==> src/rtl/norm_pkg.sv <==
`default_nettype none
// ============================================================================
// Module   : norm_pkg
// Brief    : Shared types and configuration checks for the norm_shifter block.
// Revision : 1.0 - initial release
// ============================================================================
package norm_pkg;

  typedef enum logic [1:0] {
    ST_IDLE = 2'd0,
    ST_RUN  = 2'd1,
    ST_DONE = 2'd2
  } state_t;

  localparam int C_WIDTH_DEF       = 32;
  localparam int C_SHIFT_WIDTH_DEF = 5;

  // The binary search only covers every shift amount when WIDTH is a power of two.
  function automatic bit cfg_ok(input int width, input int shift_width);
    return width == (1 << shift_width);
  endfunction

endpackage
`default_nettype wire

==> src/rtl/barrel_shifter.sv <==
`default_nettype none
// ============================================================================
// Module   : barrel_shifter
// Brief    : Logarithmic left/right shifter with a programmable fill bit.
// Revision : 1.0 - initial release
// ============================================================================
module barrel_shifter #(
  parameter int WIDTH       = 32,
  parameter int SHIFT_WIDTH = 5
) (
  input  logic [WIDTH-1:0]       data_in,
  input  logic [SHIFT_WIDTH-1:0] shift_amt,
  input  logic                   dir,        // 0 = left, 1 = right
  input  logic                   shift_val,  // fill bit
  output logic [WIDTH-1:0]       data_out
);

  logic [WIDTH-1:0] w_stage [0:SHIFT_WIDTH];

  assign w_stage[0] = data_in;

  for (genvar i = 0; i < SHIFT_WIDTH; i++) begin : g_stage
    localparam int C_AMT = 1 << i;
    assign w_stage[i+1] = !shift_amt[i] ? w_stage[i] :
                          dir ? {{C_AMT{shift_val}}, w_stage[i][WIDTH-1:C_AMT]} :
                                {w_stage[i][WIDTH-1-C_AMT:0], {C_AMT{shift_val}}};
  end

  assign data_out = w_stage[SHIFT_WIDTH];

endmodule
`default_nettype wire

==> src/rtl/norm_shifter.sv <==
`default_nettype none
// ============================================================================
// Module   : norm_shifter
// Brief    : Multi-cycle normalizer / leading-fill counter, one binary-search
//            step per clock, valid/ready on both sides.
//            Optional macro NORM_SIGNED_EN adds in_signed (strip leading ones).
// Revision : 1.0 - initial release
// ============================================================================
module norm_shifter
  import norm_pkg::*;
#(
  parameter int WIDTH       = C_WIDTH_DEF,
  parameter int SHIFT_WIDTH = C_SHIFT_WIDTH_DEF
) (
  input  logic                   clk,
  input  logic                   rst,
  input  logic                   in_valid,
  output logic                   in_ready,
  input  logic [WIDTH-1:0]       in_data,
`ifdef NORM_SIGNED_EN
  input  logic                   in_signed,
`endif
  output logic                   out_valid,
  input  logic                   out_ready,
  output logic [WIDTH-1:0]       out_data,
  output logic [SHIFT_WIDTH-1:0] out_shift,
  output logic                   out_zero
);

  localparam bit C_CFG_OK = cfg_ok(WIDTH, SHIFT_WIDTH);

  if (!C_CFG_OK) begin : g_cfg_err
    $error("norm_shifter: WIDTH must equal 2**SHIFT_WIDTH");
  end

  state_t                 r_state;
  logic [SHIFT_WIDTH-1:0] r_step;
  logic [SHIFT_WIDTH-1:0] r_cnt;
  logic [WIDTH-1:0]       r_work;
  logic                   r_pol;
  logic                   r_zero;
  logic                   r_out_valid;

  logic                   w_pol;
  logic [SHIFT_WIDTH-1:0] w_amt;
  logic [WIDTH-1:0]       w_mask;
  logic [WIDTH-1:0]       w_shifted;
  logic                   w_hit;

`ifdef NORM_SIGNED_EN
  assign w_pol = in_signed & in_data[WIDTH-1];
`else
  assign w_pol = 1'b0;
`endif

  assign w_amt  = {{(SHIFT_WIDTH-1){1'b0}}, 1'b1} << r_step;
  // Ones over the top 2**step bits: the window examined this step.
  assign w_mask = ~({WIDTH{1'b1}} >> w_amt);
  assign w_hit  = (((r_work ^ {WIDTH{r_pol}}) & w_mask) == '0);

  barrel_shifter #(
    .WIDTH      (WIDTH),
    .SHIFT_WIDTH(SHIFT_WIDTH)
  ) u_shift (
    .data_in  (r_work),
    .shift_amt(w_amt),
    .dir      (1'b0),
    .shift_val(1'b0),
    .data_out (w_shifted)
  );

  always_ff @(posedge clk) begin
    if (rst) begin
      r_state     <= ST_IDLE;
      r_step      <= '0;
      r_cnt       <= '0;
      r_work      <= '0;
      r_pol       <= 1'b0;
      r_zero      <= 1'b0;
      r_out_valid <= 1'b0;
    end else begin
      case (r_state)
        ST_IDLE: begin
          if (in_valid) begin
            r_work  <= in_data;
            r_pol   <= w_pol;
            r_zero  <= (in_data == {WIDTH{w_pol}});
            r_step  <= SHIFT_WIDTH'(SHIFT_WIDTH - 1);
            r_cnt   <= '0;
            r_state <= ST_RUN;
          end
        end
        ST_RUN: begin
          if (w_hit) begin
            r_work <= w_shifted;
            r_cnt  <= r_cnt | w_amt;
          end
          if (r_step == '0) begin
            r_state     <= ST_DONE;
            r_out_valid <= 1'b1;
          end else begin
            r_step <= r_step - 1'b1;
          end
        end
        ST_DONE: begin
          if (out_ready) begin
            r_out_valid <= 1'b0;
            r_state     <= ST_IDLE;
          end
        end
        default: r_state <= ST_IDLE;
      endcase
    end
  end

  assign in_ready  = (r_state == ST_IDLE) && !rst;
  assign out_valid = r_out_valid;
  assign out_data  = r_work;
  assign out_shift = r_cnt;
  assign out_zero  = r_zero;

endmodule
`default_nettype wire
==> config.mk <==
export PLATFORM = sky130hd
export DESIGN_NAME = norm_shifter
export DESIGN_NICKNAME = d
export VERILOG_FILES = /design/src/rtl/norm_pkg.sv /design/src/rtl/barrel_shifter.sv /design/src/rtl/norm_shifter.sv
export SDC_FILE = /design/constraint.sdc
export NUM_CORES = 1
export LEC_CHECK = 0
export ABC_AREA = 1
export BUFFER_PORTS_ARGS = -buffer_cell sky130_fd_sc_hd__buf_2
export CORE_ASPECT_RATIO = 1.75
export CORE_MARGIN = 2
export CORE_UTILIZATION = 50
export DETAILED_ROUTE_END_ITERATION = 6
export GPL_TIMING_DRIVEN = 0
export PLACE_DENSITY_LB_ADDON = 0.3
export RECOVER_POWER = 25
export SYNTH_ARGS = -nofsm -noshare
export SYNTH_HDL_FRONTEND = slang
export SYNTH_SLANG_ARGS = --single-unit
==> constraint.sdc <==
create_clock -name clk -period 4.85 [get_ports clk]
set_clock_uncertainty 0.1 [all_clocks]
set_input_delay 0.97 -clock clk [delete_from_list [all_inputs] [get_ports clk]]
set_output_delay 0.97 -clock clk [all_outputs]
set_load 0.03 [all_outputs]
==> results.tsv <==
metric	value	unit
status	completed	
synth_area	0.00401	mm2
grt_pass1_vias	4862	
layout_commonest_cell	nand2_1	
gp_routability_congestion	1.12	
slew_headroom	53.9	%
cts_post_setup_buffers_inserted	0	
n_antenna_cell	0	
fin_setup_tns	0	ns
slew_violations	0	
clk_pin_slew	0.07	ns
die_h	122	um
tritoncts	yes	
postSynthAreaPerCell	5.85	um2
drc_errors	0	
critPathRequiredTime	3.78	ns
clk_latency	0.30	ns
synth_fp_nets	723	
critPathTopFamily	buffers and inverters	
synth_edf_count	0	
cap_viol_max_count	0	
total_leakage_power	2.19	nW
dp_slack	2.04	ns
fin_crit	2.80	ns
critPathLaunchType	primary input	
wl_per_cell	19.8	um
drive_above_1_share	16.1	%
ctsHtreeMaxLevel	2	
vias	5281	
fmax	0.357	GHz
finalCritPeriodShare	57.8	%
track_usage	38.7	%
die_w	71.7	um
antenna_left	0	
endpoint_kind	output pin	
synth_cells	685	
ys_types	38	
slowest_delay	0.37	ns
critPathSlowestCell	clkbuf_1	
critical_path_class	primary input to output pin	
final_cell_mix	nand2_1, nand3_1, buf_2	
cts_buffer_depth	2	
io_pins	76	
peakVddDrop	0.000291	V
cp.arrival	1.73	ns
area_growth	15.2	%
powerDensity	552	mW/mm2
final_nets	805	
crit_path_max_fanout	10	
path_cells	buf_2 -> clkbuf_1 -> nor3_1 -> buf_2	
finalHoldViolCount	0	
grt_first_pass_wirelength	25.4	mm
core_area	0.00786	mm2
antenna_found_initial	0	
drt_wl_total	17.0	mm
crit_buf_inv	3	
die_area	0.00878	mm2
design_area	0.00462	mm2
async_reset_ff_share	0	%
cp_common_cell	buf_2	
rows	43	
drtPass1Iterations	6	
worst_pin_slew	0.692	ns
fin_ws	2.05	ns
rsz0062_at_grt	false	
ys.flop_type	dfxtp_1	
total_power	2.55	mW
grt_max_degree	17	
synth-seq-cells	46	
holdBufCountCts	0	
dp_hpwl	13.8	mm
fin_util	58.8	%
clock_sinks	46	
grt-ovfl-total	0	
cts-root-buf	clkbuf_16	
ys_seq_area_share	23.0	%
initial_utilization	51.1	%
setup_viol	0	
yosys_warnings	0	
drtIter0Drc	615	
place_area	0.00450	mm2
hp-class	register to register	
viasPerCell	6.16	
cts_resized	0	
portBuffers	75	
cts_buffers	5	
## synth_stat cells (all sizes together), types with 2 or more instances
master | count | area share [%]
nor2 | 50 | 5.3
a21oi | 61 | 8.2
inv | 49 | 4.6
ha | 2 | 0.62
nor3 | 2 | 0.25
nor4 | 8 | 1.2
nand3 | 131 | 16
o21ai | 37 | 4.6
dfxtp | 46 | 23
a211oi | 2 | 0.37
or2 | 11 | 1.7
nand4 | 42 | 6.7
clkbuf | 19 | 1.8
buf | 26 | 4.6
and2 | 3 | 0.47
nand2 | 188 | 18
## per-stage QoR
step | cells | hold WS (ns)
after global placement | 850 | 0.350
final | 858 | 0.370
after detailed placement | 850 | 0.357
after global routing | 858 | 0.408
after CTS | 858 | 0.374
after floorplan | 685 | 0.408
## metal layers
layer / global-route usage, % / share of wire, % / vias to the layer above
li1: - / - / 2497
met4: 28.5 / 8.2 / 0
met5: 0 / 0 / -
met3: 6.08 / 7.1 / 82
met2: 65.2 / 48 / 281
met1: 43.3 / 36 / 2421
## final cells by class
class | count | area [um2]
sequential | 46 | 921
clock inverter | 3 | 22.5
inverter | 50 | 190
timing repair buffer | 75 | 349
clock buffer | 5 | 125
fill | 876 | 3240
multi-input combinational | 544 | 2640
buffer | 45 | 256
tap | 90 | 113
## where the power goes
part	total, mW	switching (mW)	internal [mW]
clock network	0.358	0.163	0.194
registers	0.541	0.0824	0.458
logic	1.65	1.17	0.479
total	2.55	1.42	1.13
## final timing paths
check                           cells after the start    startpoint           end  slack [ns]
worst max-delay path                                4           rst      in_ready        2.05
worst max register to register                     11     r_step[0]  out_data[31]        2.39
worst min-delay path                                2  out_shift[3]  out_shift[3]        0.37
worst min register to register                      2  out_shift[3]  out_shift[3]        0.37
## worst reg2reg max path: cells and delay by family, from the launching register on
kind / cells / cell delay, ns
flip-flops: 1 / 0.32
buffers and inverters: 3 / 0.84
AO/OA/AOI/OAI: 1 / 0.13
AND/OR/NAND/NOR: 7 / 1.03
## cell families after synthesis
kind of cell | share of synthesized area (%)
and+or+nand+nor | 50.8
buffers and inverters | 11.1
DFF | 23.0
adders and majority gates | 0.624
AOI/OAI and AO/OA | 14.5
## sequential cells by signal (all words and copies together), names as in the netlist
name       cells
r_state        2
out_shift      5
out_valid      1
out_zero       1
out_data      32
r_step         5
(Power assumes the default switching activity.)
